### src/rtl/huff_bit_chunker.sv
// Byte-to-chunk slicer feeding the Huffman decoder shift register.
// Bytes enter a left-aligned bit reservoir; chunks of up to CHUNK_MAX bits leave from its head.
module huff_bit_chunker #(
    parameter int CHUNK_MAX = 4,
    parameter int RES_BITS  = 16
) (
    input  logic                 clk,
    input  logic                 reset,
    input  logic [7:0]           s_data,
    input  logic                 s_valid,
    input  logic                 s_last,
    input  logic [2:0]           s_last_bits,
    output logic                 s_ready,
    output logic [CHUNK_MAX-1:0] m_bits,
    output logic [2:0]           m_len,
    output logic                 m_valid,
    output logic                 m_last,
    input  logic                 m_ready
);

    typedef enum logic [1:0] {
        IDLE,
        STREAM,
        DRAIN
    } state_t;

    localparam logic [4:0] CMAX = 5'(CHUNK_MAX);
    localparam logic [4:0] RLIM = 5'(RES_BITS - 8);

    state_t              state_q;
    logic [4:0]          count_q;
    logic [4:0]          count_d;
    logic [RES_BITS-1:0] res_q;
    logic [RES_BITS-1:0] res_d;

    logic [4:0]           len5;
    logic [4:0]           n5;
    logic [4:0]           pos;
    logic [7:0]           byte_m;
    logic [CHUNK_MAX-1:0] head;
    logic [RES_BITS-1:0]  shifted;
    logic [RES_BITS-1:0]  ext;
    logic                 accept;
    logic                 consume;

    always_comb begin
        len5    = (count_q >= CMAX) ? CMAX : count_q;
        head    = res_q[RES_BITS-1 -: CHUNK_MAX];
        m_len   = len5[2:0];
        m_bits  = head >> (CMAX - len5);
        m_valid = (count_q >= CMAX) || (state_q == DRAIN && count_q != 5'd0);
        m_last  = (state_q == DRAIN) && (count_q <= CMAX);
        s_ready = reset && (state_q != DRAIN) && (count_q <= RLIM);
    end

    // New bits land right after whatever survives this cycle's consume.
    always_comb begin
        accept  = s_valid && s_ready;
        consume = m_valid && m_ready;
        n5      = (s_last && s_last_bits != 3'd0) ? {2'b00, s_last_bits} : 5'd8;
        byte_m  = s_data & (8'hFF << (5'd8 - n5));
        pos     = count_q - (consume ? len5 : 5'd0);
        shifted = consume ? (res_q << len5) : res_q;
        ext     = {byte_m, {(RES_BITS-8){1'b0}}} >> pos;
        res_d   = accept ? (shifted | ext) : shifted;
        count_d = pos + (accept ? n5 : 5'd0);
    end

    always_ff @(posedge clk or negedge reset) begin
        if (!reset) begin
            state_q <= IDLE;
            count_q <= 5'd0;
            res_q   <= '0;
        end else begin
            count_q <= count_d;
            res_q   <= res_d;
            case (state_q)
                IDLE: begin
                    if (accept) state_q <= s_last ? DRAIN : STREAM;
                end
                STREAM: begin
                    if (accept && s_last) state_q <= DRAIN;
                end
                DRAIN: begin
                    if (consume && m_last) state_q <= IDLE;
                end
                default: state_q <= IDLE;
            endcase
        end
    end

endmodule

### config.mk
export PLATFORM = sky130hd
export DESIGN_NAME = huff_bit_chunker
export DESIGN_NICKNAME = d
export VERILOG_FILES = /design/src/rtl/huff_bit_chunker.sv
export SDC_FILE = /design/constraint.sdc
export NUM_CORES = 1
export LEC_CHECK = 0
export ABC_AREA = 1
export CAP_MARGIN = 20
export CORE_ASPECT_RATIO = 1.5
export CORE_MARGIN = 3
export CORE_UTILIZATION = 35
export CTS_CLUSTER_SIZE = 25
export DETAILED_ROUTE_END_ITERATION = 8
export GPL_TIMING_DRIVEN = 0
export HOLD_SLACK_MARGIN = 0.02
export MAX_ROUTING_LAYER = met4
export SYNTH_ARGS = -nofsm -noshare
export SYNTH_HDL_FRONTEND = slang
export SYNTH_SLANG_ARGS = --single-unit
### constraint.sdc
create_clock -name clk -period 7.6 [get_ports clk]
set_clock_uncertainty 0.1 [all_clocks]
set_input_delay 2.28 -clock clk [delete_from_list [all_inputs] [get_ports clk]]
set_output_delay 2.28 -clock clk [all_outputs]
set_load 0.005 [all_outputs]
==> metrics.yaml, run 1 <==
grt_pass1_vias: 2445
worstReg2RegStart: "state_q[0]"
fill_cells: 709
place.gp.congestion: 0.874
gr-usage-met3_pct: 0.844
slew_headroom_pct: 54.6
ir_drop_uv: 162
vias: 2503
yosys.cell_count.top_type: "nand2_1"
worstPathArrival_ns: 3.81
top_usage_layer: "met2"
insertion_delay_ns: 0.26
synth_cells: 379
multi_input_area_sq_um: 1550
design_power_total_uw: 1100
period_share_pct: 81.4
setup_viol: 0
ys_async_sr_fraction_pct: 100
ant_nets: 0
drt_wl_total_microns: 6440
pre_cts_slack_ns: 0.883
hold_start: "res_q[13]"
initial_core_util_pct: 36.4
cts-hold-fix-buffers: 0
required_ns: 5.22
hold_end: "res_q[13]"
p_int_uw: 507
grt_use_met1_pct: 20.0
outcome: "finished, final reports clean"
wl_per_cell_microns: 13.3
rsz0062_at_grt: "no"
ctsLongestPathBuffers: 2
worstSetupEndpointType: "output port"
period_needed_ns: 6.19
grt.total_usage_pct: 17.8
synthFlopType: "dfrtp_1"
synth_nets: 407
cts_tree: "built"
drt_iter0_drc: 174
grt_max_degree: 25
leakage_uw: 0.00134
power.share.combinational_pct: 74.1
path_max_fanout: 20
antenna_found_initial: 0
yosys.area.top_type_share_pct: 24.1
io_pins: 26
setup_ws_ns: 1.41
min_path_cells: 2
regToRegSetupSlack_ns: 3.99
insertedDiodeCount: 0
row_count: 36
dieArea_sq_um: 7880
die_w_microns: 73.5
slew_viol_final: 0
vias_per_cell: 5.16
clkPwrFrac_pct: 6.7
fin_setup_tns_ns: 0
post_cts_buffers: 0
synth-edff-count: 0
switchingPower_uw: 597
p_sw_share_pct: 54.0
use_met2_pct: 32.6
maxCapViolCount: 0
netlist_top_cells_area: "dfrtp_1 24%, nand2_1 17%, nand3_1 12%"
numCtsBuffers: 3
synth_top_area_cell: "dfrtp_1"
fp.dieH_microns: 107
path_clk_slew_ns: 0.08
drive_above_1_share_pct: 8.56
seq_area_frac_synth_pct: 24.1
hp-class: "flop to flop"
grt_overflow_total: 0
areaGrowthSynthToFinish_pct: 17.5
fmax_ghz: 0.162
avgSynthCellArea_sq_um: 6.31
final_nets: 438
firstDrtPassIters: 4
r2r-end: "count_q[4]"
cts.sinks: 23
seq_power_share_pct: 19.3
synth_cell_type_count: 32
drc: 0
reg2reg_depth: 16
h-tree-depth: 1
grt_pass1_wl_microns: 11100
hold_violations: 0
hpwl_microns: 5380
seqCellArea_sq_um: 576
critical_path_class: "input pin to output port"
io_buffers: 25
cp-start-kind: "input pin"
core_sq_um: 6580
ctsResizeCount: 0
worst_pin_slew_ns: 0.679
p_per_area_nw_per_um2: 393
synth_seq_cells: 23
synth_commonest_cells: "111 x nand2_1, 57 x nand3_1, 45 x inv_1"
cts_root_buffer: "clkbuf_8"
yosysWarnings: 0
syn_area_sq_um: 2390
## power by group through the flow
stage               Combinational (uW)  Clock [uW]  Sequential (uW)
floorplan                          598           0              203
global placement                   813           0              214
detailed placement                 816           0              215
CTS                                820        77.9              212
global route                       929        80.6              218
finish                             818        73.6              213
## cell families (layout without fill, tap and decap cells)
group	after synthesis	after routing	share of synthesized area, %
other	1	1	0.157
DFF	23	23	24.1
AOI/OAI and AO/OA	68	68	17.1
xor gates and xnor gates	8	8	3.56
buffers and inverters	65	95	11.3
and+or+nand+nor	202	202	37.0
adders and majority gates	12	12	6.91
## per-stage QoR
stage	cells	area [sq um]	hold slack [ns]	util [%]
after floorplan	379	2390	0.371	-
after global placement	480	2740	0.404	41.6
after detailed placement	480	2740	0.401	41.6
after CTS	484	2780	0.422	42.3
after global routing	485	2810	0.465	42.7
final	485	2810	0.421	42.7
## cell type report
type	instances	share of cell area (%)
flip-flops and latches	23	20.5
plain buffers	11	2.36
clock buffers	4	1.60
well taps	76	3.39
inverters	54	7.22
repair buffers	26	9.89
multi-input cells	291	55.1
## per-layer routing
layer	part of all wire, %	up-vias
met4	2.2	0
met3	2.4	10
met5	0	-
li1	-	1305
met2	54	56
met1	41	1132
## worst max-delay path, cell delays in order
cell             delay [ns]
clkdlybuf4s50_1        0.65
buf_16                 0.21
nand3_1                0.10
inv_2                  0.07
clkdlybuf4s50_1        0.49
## layout by cell type (no fill, tap or decap), types with 4 or more instances in the layout
master,n
nand2_1,111
nand3_1,57
inv_1,45
clkdlybuf4s50_1,25
o21ai_0,24
dfrtp_1,23
nor2_1,22
a21oi_1,13
o211ai_1,12
ha_1,10
buf_2,8
inv_2,7
xor2_1,5
o21ai_1,5
o2111ai_1,4
o22ai_1,4
## registers in the layout, summed over array words and instances, names as in the netlist
| register | flops |
|---|---|
| count_q | 5 |
| res_q | 16 |
| state_q | 2 |
## how the worst max path moves through the flow
stage / start / endpoint / slack, ns / cells past startpoint
global placement: reset / s_ready / 0.88 / 4
finish: reset / s_ready / 1.41 / 5
CTS: reset / s_ready / 0.88 / 4
global route: reset / s_ready / 1.31 / 5
floorplan: reset / s_ready / 2.80 / 2
detailed placement: reset / s_ready / 0.88 / 4
Note: power is estimated with default switching activity, not from simulation.
==> run 2: changes to the inputs <==
- clock period: 7.6 -> 6.01 ns (I/O delays scaled with it)
==> results of run 2 <==
The final DEF is identical to that of run 1. Status: finished, final reports clean.
Among the figures that moved: setup slack after placement 0.883 ns -> 0.247 ns; setup slack after layout 1.41 ns -> 0.776 ns; register-to-register setup slack 3.99 ns -> 2.40 ns; total power 1100 uW -> 1400 uW; worst IR drop on VDD 162 uV -> 204 uV
==> run 3: changes to the inputs <==
- CAP_MARGIN: 20 -> 25
==> metrics.yaml, run 3 (synthesis gave the netlist of run 1 again) <==
initial_core_util_pct: 36.4
row_count: 36
worst_pin_slew_ns: 0.655
cts_tree: "built"
path_max_fanout: 20
grt_pass1_wl_microns: 11100
io_buffers: 25
grt_max_degree: 21
worstPathArrival_ns: 3.32
cts-hold-fix-buffers: 0
drt_iter0_drc: 181
fill_cells: 718
hpwl_microns: 5380
highest_layer: "met4"
fmax_ghz: 0.192
grt_overflow_total: 0
drc: 0
slew_headroom_pct: 56.2
path_clk_slew_ns: 0.08
worstReg2RegStart: "state_q[0]"
clkPwrFrac_pct: 6.7
drive_above_1_share_pct: 8.56
insertedDiodeCount: 0
vias_per_cell: 5.14
stdcell_count: 485
final_common_cell: "nand2_1"
io_pins: 26
worstSetupEndpointType: "output port"
p_sw_share_pct: 54.1
slowest_stage: "clkdlybuf4s50_1"
r2r-end: "count_q[4]"
reg.largest.list: "res_q (16), count_q (5), state_q (2)"
die_w_microns: 73.5
crit_family: "buffers and inverters"
setup_viol: 0
leakage_uw: 0.00134
path_depth: 5
fin_setup_tns_ns: 0
p_int_uw: 641
rsz0062_at_grt: "no"
cts_root_buffer: "clkbuf_8"
h-tree-depth: 1
place.gp.congestion: 0.874
ir_drop_uv: 180
ctsResizeCount: 0
fp.dieH_microns: 107
power.share.combinational_pct: 74.0
hold_end: "res_q[13]"
cpPeakStageDelay_ns: 0.60
min_path_cells: 2
maxCapViolCount: 0
cp-start-kind: "input pin"
cp_common_cell: "clkdlybuf4s50_1"
antenna_found_initial: 0
critical_path_buf_inv_count: 4
wl_met3_microns: 167
final_nets: 438
placed_cells: 481
grt_pass1_vias: 2480
required_ns: 4.11
met2_length_microns: 3470
vias: 2495
numCtsBuffers: 3
drt_wl_total_microns: 6420
postLayoutCellArea_sq_um: 2800
slew_viol_final: 0
regToRegSetupSlack_ns: 2.41
wl_per_cell_microns: 13.2
largest_register_ffs: 16
design_power_total_uw: 1400
top_register: "res_q"
cts.sinks: 23
areaGrowthSynthToFinish_pct: 17.0
wl_met1_microns: 2620
firstDrtPassIters: 4
crit_chain: "clkdlybuf4s50_1, buf_8, nand3_1, inv_2, clkdlybuf4s50_1"
ctsLongestPathBuffers: 2
hp-class: "flop to flop"
critical_path_class: "input pin to output port"
period_share_pct: 86.8
core_sq_um: 6580
grt.total_usage_pct: 17.9
mostFrequentLayoutCells: "111 x nand2_1, 57 x nand3_1, 45 x inv_1, 25 x clkdlybuf4s50_1, 24 x o21ai_0"
place_area_sq_um: 2750
ant_nets: 0
period_needed_ns: 5.22
insertion_delay_ns: 0.26
seq_power_share_pct: 19.3
dieArea_sq_um: 7880
reg2reg_depth: 16
p_per_area_nw_per_um2: 500
post_cts_buffers: 0
hold_start: "res_q[13]"
hold_violations: 0
switchingPower_uw: 757
outcome: "finished, final reports clean"
[run 3: stage by stage]
stage          hold WS, ns  setup slack, ns  util (%)
2_1_floorplan        0.371             2.00         -
3_3_place_gp         0.404            0.248      41.6
6_report             0.432            0.791      42.5
3_5_place_dp         0.411            0.759      41.8
5_1_grt              0.477            0.680      42.5
4_1_cts              0.431            0.758      42.5
[run 3: worst register-to-register path, stage by stage (launching register included)]
cell and delay [ns]:
dfrtp_1 0.42, inv_1 0.06, nand2_1 0.10, o21ai_2 0.19
nand2_2 0.15, nor2_1 0.35, inv_1 0.17, nor2_1 0.13
ha_1 0.15, inv_1 0.06, fa_1 0.42, xor2_2 0.40
ha_1 0.36, nand2_1 0.09, nand2_1 0.05, a21oi_1 0.15
xor2_1 0.16
[run 3: area by class of cell]
class / instances / area [sq um] / share of cell area [%]
Buffer: 11 / 66.3 / 2.37
Timing Repair Buffer: 26 / 265 / 9.49
Clock buffer: 4 / 45.0 / 1.61
Multi-Input combinational cell: 291 / 1550 / 55.3
Sequential cell: 23 / 576 / 20.6
Inverter: 54 / 203 / 7.25
Tap cell: 76 / 95.1 / 3.40
[run 3: worst max-delay path by stage]
stage / slack (ns) / to / from
finish: 0.79 / s_ready / reset
global route: 0.68 / s_ready / reset
CTS: 0.76 / s_ready / reset
global placement: 0.25 / s_ready / reset
floorplan: 2.00 / count_q[4] / m_ready
detailed placement: 0.76 / s_ready / reset
[run 3: layer usage]
| layer | up-vias | global-route usage (%) |
|---|---|---|
| met3 | 11 | 0.938 |
| met1 | 1129 | 20.2 |
| li1 | 1306 | - |
| met4 | 0 | 6.22 |
| met2 | 49 | 32.7 |
| met5 | - | - |
[run 3: power groups by stage]
stage / logic, uW / registers [uW] / clock network, uW
floorplan: 756 / 257 / 0
global placement: 1030 / 270 / 0
CTS: 1040 / 269 / 98.4
detailed placement: 1030 / 272 / 0
global route: 1170 / 277 / 101
finish: 1040 / 270 / 93.1
